$ cat config.mk
export PLATFORM = sky130hd
export DESIGN_NAME = uart_tx_fifo_ctrl
export DESIGN_NICKNAME = d
export VERILOG_FILES = /design/src/rtl/uart_tx_fifo_ctrl.sv
export SDC_FILE = /design/constraint.sdc
export NUM_CORES = 1
export LEC_CHECK = 0
export BUFFER_PORTS_ARGS = -buffer_cell sky130_fd_sc_hd__buf_2
export CELL_PAD_IN_SITES_DETAIL_PLACEMENT = 1
export CELL_PAD_IN_SITES_GLOBAL_PLACEMENT = 2
export CORE_MARGIN = 3
export CORE_UTILIZATION = 41
export CTS_CLUSTER_DIAMETER = 120
export DETAILED_ROUTE_END_ITERATION = 10
export PLACE_DENSITY_LB_ADDON = 0.1
export SLEW_MARGIN = 10
export SYNTH_ARGS = -nofsm -noshare
export SYNTH_HDL_FRONTEND = slang
export SYNTH_SLANG_ARGS = --single-unit
$ cat constraint.sdc
create_clock -name clk -period 2.3 [get_ports clk]
set_input_delay 0.115 -clock clk [delete_from_list [all_inputs] [get_ports clk]]
set_output_delay 0.115 -clock clk [all_outputs]
set_load 0.1 [all_outputs]
$ cat src/rtl/uart_tx_fifo_ctrl.sv
// Transmit-side byte FIFO and launch controller for a UART transmitter.
// Buffers host writes and releases one byte per tx_start / tx_done_tick exchange.
module uart_tx_fifo_ctrl #(
  parameter int DBIT   = 8,
  parameter int ADDR_W = 4
) (
  input  logic              clk,
  input  logic              reset_n,
  input  logic              wr_en,
  input  logic [DBIT-1:0]   wr_data,
  output logic              full,
  output logic              empty,
  output logic [ADDR_W:0]   count,
  output logic              ovf_tick,
  output logic              tx_busy,
  output logic              tx_start,
  output logic [DBIT-1:0]   tx_din,
  input  logic              tx_done_tick,
  output logic              state_dbg
);

  // Handshakes: a host write is taken on any edge where wr_en=1 and the
  // registered full=0; otherwise it is dropped and ovf_tick pulses. Toward
  // the transmitter, tx_start is a one-cycle launch of tx_din, and no new
  // launch happens until tx_done_tick has been seen in BUSY.

  typedef enum logic {
    IDLE = 1'b0,
    BUSY = 1'b1
  } state_t;

  localparam logic [ADDR_W:0] FULL_CNT = {1'b1, {ADDR_W{1'b0}}};

  state_t            state_q, state_d;
  logic [DBIT-1:0]   mem [2**ADDR_W];
  logic [ADDR_W-1:0] wr_ptr, rd_ptr;
  logic              wr_accept;
  logic              pop;
  logic              tx_start_d;
  logic              tx_busy_d;
  logic [ADDR_W:0]   count_d;

  // full is the registered flag, so a pop in the same cycle cannot make room
  assign wr_accept = wr_en & ~full;
  assign count_d   = count + {{ADDR_W{1'b0}}, wr_accept} - {{ADDR_W{1'b0}}, pop};
  assign state_dbg = state_q;

  always_comb begin
    state_d    = state_q;
    pop        = 1'b0;
    tx_start_d = 1'b0;
    tx_busy_d  = tx_busy;
    case (state_q)
      IDLE: begin
        if (!empty) begin
          pop        = 1'b1;
          tx_start_d = 1'b1;
          tx_busy_d  = 1'b1;
          state_d    = BUSY;
        end
      end
      BUSY: begin
        if (tx_done_tick) begin
          tx_busy_d = 1'b0;
          state_d   = IDLE;
        end
      end
      default: state_d = IDLE;
    endcase
  end

  always_ff @(posedge clk or negedge reset_n) begin
    if (!reset_n) begin
      state_q <= IDLE;
    end else begin
      state_q <= state_d;
    end
  end

  // Storage carries no reset; stale entries are unreachable once pointers clear
  always_ff @(posedge clk) begin
    if (wr_accept) begin
      mem[wr_ptr] <= wr_data;
    end
  end

  always_ff @(posedge clk or negedge reset_n) begin
    if (!reset_n) begin
      wr_ptr   <= '0;
      rd_ptr   <= '0;
      count    <= '0;
      empty    <= 1'b1;
      full     <= 1'b0;
      ovf_tick <= 1'b0;
      tx_start <= 1'b0;
      tx_busy  <= 1'b0;
      tx_din   <= '0;
    end else begin
      ovf_tick <= wr_en & full;
      tx_start <= tx_start_d;
      tx_busy  <= tx_busy_d;
      count    <= count_d;
      empty    <= (count_d == '0);
      full     <= (count_d == FULL_CNT);
      if (wr_accept) begin
        wr_ptr <= wr_ptr + ADDR_W'(1);
      end
      if (pop) begin
        tx_din <= mem[rd_ptr];
        rd_ptr <= rd_ptr + ADDR_W'(1);
      end
    end
  end

endmodule

==> results.md, run 1 <==
- First-pass GRT wire length: 21700 um
- Max cap viols: 0
- Initial antenna violation count: 0
- Req. time, crit path: 2.63 ns
- CP Max Fanout: 2
- Metal3 WL: ~470 um
- H-tree lvl count: 4
- Post-synth top area share: around three fifths
- RSZ-0062 raised after global routing: yes
- Max-slew violation count: 0
- Fin crit period: 2.40 ns
- Crit path cell chain: or2_4 > inv_4 > ha_4 > inv_2 > ha_4 > fa_2 > xor2_1 > or3_4 > nor3b_4
- Final TNS setup: -0.185 ns
- Clock insertion delay at the later pin of the skew report: 0.42 ns
- Final GP Congestion: 0.752
- Worst Tran Pin Value: 0.690 ns
- Share of layout cells above drive strength 1: 20.2%
- Hold Crit Depth: 1
- TritonCTS clock tree: done
- RR Endpoint: full
- Final core occ: 49.8%
- Remaining global-route overflow: 0
- Max Buffers Root-to-Sink: 2
- Post-DP Area: just under 7000 sq um
- DR iter-0 viols: 224
- Post-synthesis sequential area ratio: 71.8%
- Final worst setup slack: -0.0981 ns
- Max-slew headroom: around 54%
- Synthesis warning total: 0
- Status: finished with violations
- Total wire length: 14300 um
- Fin crit share: 104%
- Layout Skew: 0.00805 ns
- Area of the core: 14800 sq um
- CP max-delay cell: dfstp_4
- Nets: about 470
- Vert. Die Dim: 130 um
- Tot Pwr: 10600 uW
- Final Hold Viols: 0
- IO buf count: 30
- Synth area leaders: edfxtp_1, dfrtp_1, mux2i_1
- WP data arrival: 2.72 ns
- Top Layer Used: met4
- Clock buffer count from CTS: 17
- Sequential Area: 4530 sq um
- Highest Clock Rate: 417 MHz
- Post-DR wirelength/cell: between 20 and 25 um
- Post-CTS Setup Bufs: 0
- Most used cell, CP: ha_4
- Crit-path leading delay family: adder cells
- Via Count: 3419
- FF-to-FF Start: empty
- Clk slew on worst S/H paths: 0.06 ns
- Post-synth cell types: 32
- Failing checks: negative setup slack
- Die area: 16900 sq um
- Critical Path Start: empty
- Total track usage: a little under a fifth
- Fillers: ~1400
- Vias/cell: about 5.4
- Dominant cell type by area after synthesis: edfxtp_1
- Layout Area Growth over Synthesis: 16.9%
- Final cell count without fillers: 639
- HPWL Detailed: 9540 um
- First-pass iteration count of the detailed router: 4
- Hold/Removal Path Class: in -> reg
- Starting density of the core: about 43%
- Leakage power: 0.00274 uW
- Chip Width: 130 um
- FF+latch count, synth: 155
- DRC violations left: 0
- Post-Synthesis Cells: 389
- Mapped Nets: 412
- Peak VDD IR: between 0.6 and 0.7 mV
- Vias in the first global route: 3599
- CP Class: reg -> reg
- Reg2Reg Depth: 9
- N_diodes: 0
- R2R setup slack: -0.1 ns
- Power Density: 1440 nW/um^2
- Cells after DPL: 604
- Clk sinks: 155
- Cell area after synthesis: about 6300 sq um
- Fin area: 7350 sq um
- Hold Path End: mem[7][4]
- Met2 Wirelength: 7140 um
- # IOs: 31
- Largest net degree at the start of global routing: 28
- Cell Rows: between 40 and 50
- CP endpoint kind: flip-flop
- Clk root buf: clkbuf_16
- Setup-failing EPs final: 2
- Area of the multi-input gates: 1620 sq um
- CP Launch Type: flip-flop
- WP buf/inv: 2
- Routed Antenna Nets: 0
- Synth Area per Inst: 16.2 sq um
- WL met1: 6390 um
- Hold Path Origin: wr_data[4]
- CP peak stage delay: 0.61 ns
Yosys cell counts:
master,n
and2_1,18
buf_2,7
a22oi_1,24
buf_4,4
fa_1,1
nor3_1,2
or3_1,1
edfxtp_1,128
o21ai_1,1
and3_1,1
nand4_1,1
nor2b_1,3
inv_1,8
buf_6,2
a21o_1,3
xnor2_1,9
mux2i_1,65
a21oi_1,10
ha_1,10
nand3_1,25
or2_1,1
xor2_1,1
buf_12,4
dfrtp_1,26
nor3b_1,2
nand2_1,23
dfstp_2,1
nor2_1,3
o21ai_0,1
or3b_1,1
inv_2,2
clkbuf_4,1
sequential cells by signal, summed over array words and instances (netlist names):
| name | cells |
|---|---|
| count | 5 |
| rd_ptr | 4 |
| tx_busy | 1 |
| tx_din | 8 |
| ovf_tick | 1 |
| mem | 128 |
| tx_start | 1 |
| full | 1 |
| state_dbg | 1 |
| empty | 1 |
| wr_ptr | 4 |
power by group:
group          total (uW)  internal [uW]  switching (uW)
logic                3970           1290            2680
clock network        2750           1690            1060
registers            3850           3520             325
total               10600           6510            4070
through the flow:
stage          hold WS (ns)  worst slack [ns]
6_report              0.106           -0.0981
5_1_grt               0.102            -0.174
4_1_cts              0.0908            -0.116
3_5_place_dp          0.199           -0.0854
3_3_place_gp          0.186           -0.0565
2_1_floorplan        -0.181            -0.220
timing repair:
action	in CTS	in global routing
pin swaps	0	4
gates cloned	0	0
endpoints found under the hold margin	29	0
resized for setup	0	1
hold buffers	3	0
setup endpoints to repair	2	3
worst max path at each step:
| stage | endpoint | slack, ns | cells past startpoint |
|---|---|---|---|
| global route | full | -0.17 | 9 |
| CTS | full | -0.12 | 9 |
| floorplan | full | -0.22 | 9 |
| finish | full | -0.1 | 9 |
| global placement | full | -0.06 | 9 |
| detailed placement | full | -0.09 | 9 |
routing by layer:
metal	global-route usage, %	vias to the layer above
li1	-	1567
met1	23.8	1772
met2	29.9	59
met3	3.72	21
met4	7.03	0
met5	0	-
cells by family (layout without fill, tap and decap cells):
logic type	count (synthesis)	after routing	share of synthesized area (%)
muxes	65	65	10.3
DFF	155	155	71.8
and+or+nand+nor	81	81	6.56
adders and majority gates	11	11	2.31
xor gates and xnor gates	10	10	1.39
buffers and inverters	28	94	3.38
AOI/OAI and AO/OA	39	39	4.18
placed cells by master (no fill, tap or decap), types with 3 or more instances in the layout:
| master | count |
|---|---|
| clkbuf_16 | 17 |
| and2_1 | 18 |
| clkinv_1 | 3 |
| dlygate4sd3_1 | 3 |
| a22oi_1 | 24 |
| buf_4 | 17 |
| bufinv_16 | 3 |
| edfxtp_1 | 128 |
| dfrtp_1 | 23 |
| inv_1 | 7 |
| buf_2 | 30 |
| a21o_1 | 3 |
| nand2_1 | 23 |
| xnor2_1 | 8 |
| clkinvlp_4 | 3 |
| ha_1 | 8 |
| a21oi_1 | 9 |
| mux2i_1 | 65 |
| nor2_1 | 3 |
| nor2b_1 | 3 |
| nand3_1 | 25 |
cell type report:
class	count	share of cell area [%]
Sequential cell	155	61.6
Inverter	10	0.544
Clock inverter	13	2.06
Multi-Input combinational cell	206	22.0
Tap cell	184	3.13
Timing Repair Buffer	52	4.73
Clock buffer	19	5.89
No activity file was read; power rests on OpenSTA's default activity.
==> run 2, diff against run 1 <==
--- a/config.mk
+++ b/config.mk
@@ -9,10 +9,10 @@
 export CELL_PAD_IN_SITES_DETAIL_PLACEMENT = 1
 export CELL_PAD_IN_SITES_GLOBAL_PLACEMENT = 2
 export CORE_MARGIN = 3
-export CORE_UTILIZATION = 41
+export CORE_UTILIZATION = 26
 export CTS_CLUSTER_DIAMETER = 120
 export DETAILED_ROUTE_END_ITERATION = 10
-export PLACE_DENSITY_LB_ADDON = 0.1
+export PLACE_DENSITY = 0.48
 export SLEW_MARGIN = 10
 export SYNTH_ARGS = -nofsm -noshare
 export SYNTH_HDL_FRONTEND = slang
==> constraint.sdc (replaced) <==
create_clock -name clk -period 2.9 [get_ports clk]
set_input_delay 0.145 -clock clk [delete_from_list [all_inputs] [get_ports clk]]
set_output_delay 0.145 -clock clk [all_outputs]
set_load 0.1 [all_outputs]
==> results.md, run 2 (synthesized netlist as in run 1, its figures left out) <==
- Area of the core: 23600 sq um (was 14800 sq um)
- N_diodes: 0 (unchanged)
- Fin crit share: 85.6% (was 104%)
- Vias/cell: 4.33 (was 5.35)
- Max reg flops: 128 (unchanged)
- CP Max Fanout: 5 (was 2)
- Req. time, crit path: 3.23 ns (was 2.63 ns)
- WL met1: 7540 um (was 6390 um)
- Layout Skew: 0.00806 ns (was 0.00805 ns)
- CP Launch Type: flip-flop (unchanged)
- Chip Width: 162 um (was 130 um)
- # IOs: 31 (unchanged)
- Max Buffers Root-to-Sink: 2 (unchanged)
- H-tree lvl count: 4 (unchanged)
- Max-slew headroom: 48.9% (was 54.0%)
- First-pass iteration count of the detailed router: 4 (unchanged)
- Fillers: 2468 (was 1426)
- Clk slew on worst S/H paths: 0.06 ns (about the same)
- Largest net degree at the start of global routing: 38 (was 28)
- Clock insertion delay at the later pin of the skew report: 0.42 ns (about the same)
- Vias in the first global route: 3648 (was 3599)
- Metal3 WL: 371 um (was 472 um)
- WP data arrival: 2.81 ns (was 2.72 ns)
- RSZ-0062 raised after global routing: no (was yes)
- Post-DR wirelength/cell: 20.2 um (was 22.3 um)
- First-pass GRT wire length: 23600 um (was 21700 um)
- Met2 Wirelength: 7320 um (was 7140 um)
- Hold_buf cts: 3 (unchanged)
- Post-Place Setup Slack: 0.381 ns (was -0.0854 ns)
- Max cap viols: 0 (unchanged)
- Sequential Area: 4520 sq um (was 4530 sq um)
- Final worst setup slack: 0.417 ns (was -0.0981 ns)
- Most frequent cells in the layout: edfxtp_1, mux2i_1, buf_2, nand3_1, dfrtp_1 (was edfxtp_1, mux2i_1, buf_2, nand3_1, a22oi_1)
- Largest registers: mem x128, tx_din x8, count x5 (unchanged)
- Top Layer Used: met4 (unchanged)
- DRC violations left: 0 (unchanged)
- Final TNS setup: 0 ns (was -0.185 ns)
- Setup-failing EPs final: 0 (was 2)
- IO buf count: 30 (unchanged)
- Hold/Removal Path Class: in -> reg (unchanged)
- CTS resizes: 0 (unchanged)
- Clk sinks: 155 (unchanged)
- Power Density: 1120 nW/um^2 (was 1440 nW/um^2)
- Initial antenna violation count: 0 (unchanged)
- Vert. Die Dim: 162 um (was 130 um)
- Nets: 455 (was 465)
- Max-slew violation count: 0 (unchanged)
- Total wire length: 15400 um (was 14300 um)
- Cell Rows: 56 (was 44)
- Status: finished, final reports clean (was finished with violations)
- Remaining global-route overflow: 0 (unchanged)
- Highest Clock Rate: 403 MHz (was 417 MHz)
- DR iter-0 viols: 194 (was 224)
- Fin crit period: 2.48 ns (was 2.40 ns)
- CP endpoint kind: flip-flop (unchanged)
- Clk root buf: clkbuf_16 (unchanged)
- CP Class: reg -> reg (unchanged)
- Clock buffer count from CTS: 17 (unchanged)
- HPWL Detailed: 9570 um (was 9540 um)
- Total track usage: 12.5% (was 18.2%)
- Via Count: 3311 (was 3419)
- Tot Pwr: 8280 uW (was 10600 uW)
- Peak VDD IR: 0.628 mV (was 0.614 mV)
- Share of layout cells above drive strength 1: 15.7% (was 20.2%)
- Starting density of the core: 26.6% (was 42.6%)
- Leakage power: 0.00271 uW (was 0.00274 uW)
- Routed Antenna Nets: 0 (unchanged)
- Die area: 26100 sq um (was 16900 sq um)
- Final Hold Viols: 0 (unchanged)
- Post-CTS Setup Bufs: 0 (unchanged)
- Commonest non-fill, non-tap cell in the layout: edfxtp_1 (unchanged)
- Area of the multi-input gates: 1560 sq um (was 1620 sq um)
- Worst Tran Pin Value: 0.766 ns (was 0.690 ns)
- TritonCTS clock tree: done (unchanged)
- Largest Register: mem (unchanged)
- Layout Area Growth over Synthesis: 17.9% (was 16.9%)
- Final GP Congestion: 0.692 (was 0.752)
==> run 2: cell count changes in the layout (fill, tap and decap cells not counted), sizes merged <==
cell,previous run,this run
clkinv,7,2
bufinv,3,1
buf,49,39
clkbuf,19,29
clkinvlp,3,0
==> run 2: worst paths after layout <==
| check | cells past startpoint | slack (ns) | to | startpoint |
|---|---|---|---|---|
| worst max-delay path | 10 | 0.42 | full | empty |
| worst min-delay path | 1 | 0.12 | mem[4][4] | wr_data[4] |
| worst max register to register | 10 | 0.42 | full | empty |
| worst min register to register | 2 | 0.48 | tx_din[6] | tx_din[6] |
| max in group asynchronous | 2 | 2.00 | rd_ptr[1] | reset_n |
| min in group asynchronous | 2 | 0.34 | count[3] | reset_n |
==> run 2: stage by stage <==
stage / util [%] / hold slack [ns] / cells / area [sq um]
after floorplan: - / -0.151 / 389 / 6290
after global placement: 28.6 / 0.256 / 729 / 6750
after detailed placement: 28.6 / 0.266 / 729 / 6750
after CTS: 31.4 / 0.112 / 764 / 7420
after global routing: 31.4 / 0.126 / 764 / 7420
final: 31.4 / 0.125 / 764 / 7420
==> run 2: layout make-up <==
| class | count | area share (%) |
|---|---|---|
| Clock buffer | 29 | 8.05 |
| Multi-Input combinational cell | 206 | 21.0 |
| Clock inverter | 3 | 0.540 |
| Tap cell | 319 | 5.38 |
| Inverter | 10 | 0.506 |
| Sequential cell | 155 | 61.0 |
| Timing Repair Buffer | 42 | 3.51 |
==> run 2: worst max-delay path: stages, from the launching register on <==
cell and delay, ns:
dfstp_2 0.56, or2_1 0.13, inv_2 0.07, ha_1 0.27, inv_1 0.04, ha_1 0.20, fa_1 0.40, a21o_1 0.17
a21oi_1 0.17, xnor2_1 0.17, nor3b_1 0.22
==> run 2: layer usage <==
metal / vias to the layer above / global-route usage [%]
li1: 1550 / -
met1: 1703 / 17.2
met2: 45 / 19.9
met3: 13 / 2.77
met4: 0 / 3.87
met5: - / 0
==> run 2: report_power, final <==
group | leakage (uW) | total [uW] | switching (uW) | internal, uW
Clock | 0.000313 | 2350 | 866 | 1490
Combinational | 0.000914 | 2910 | 2060 | 847
Sequential | 0.00148 | 3020 | 232 | 2790
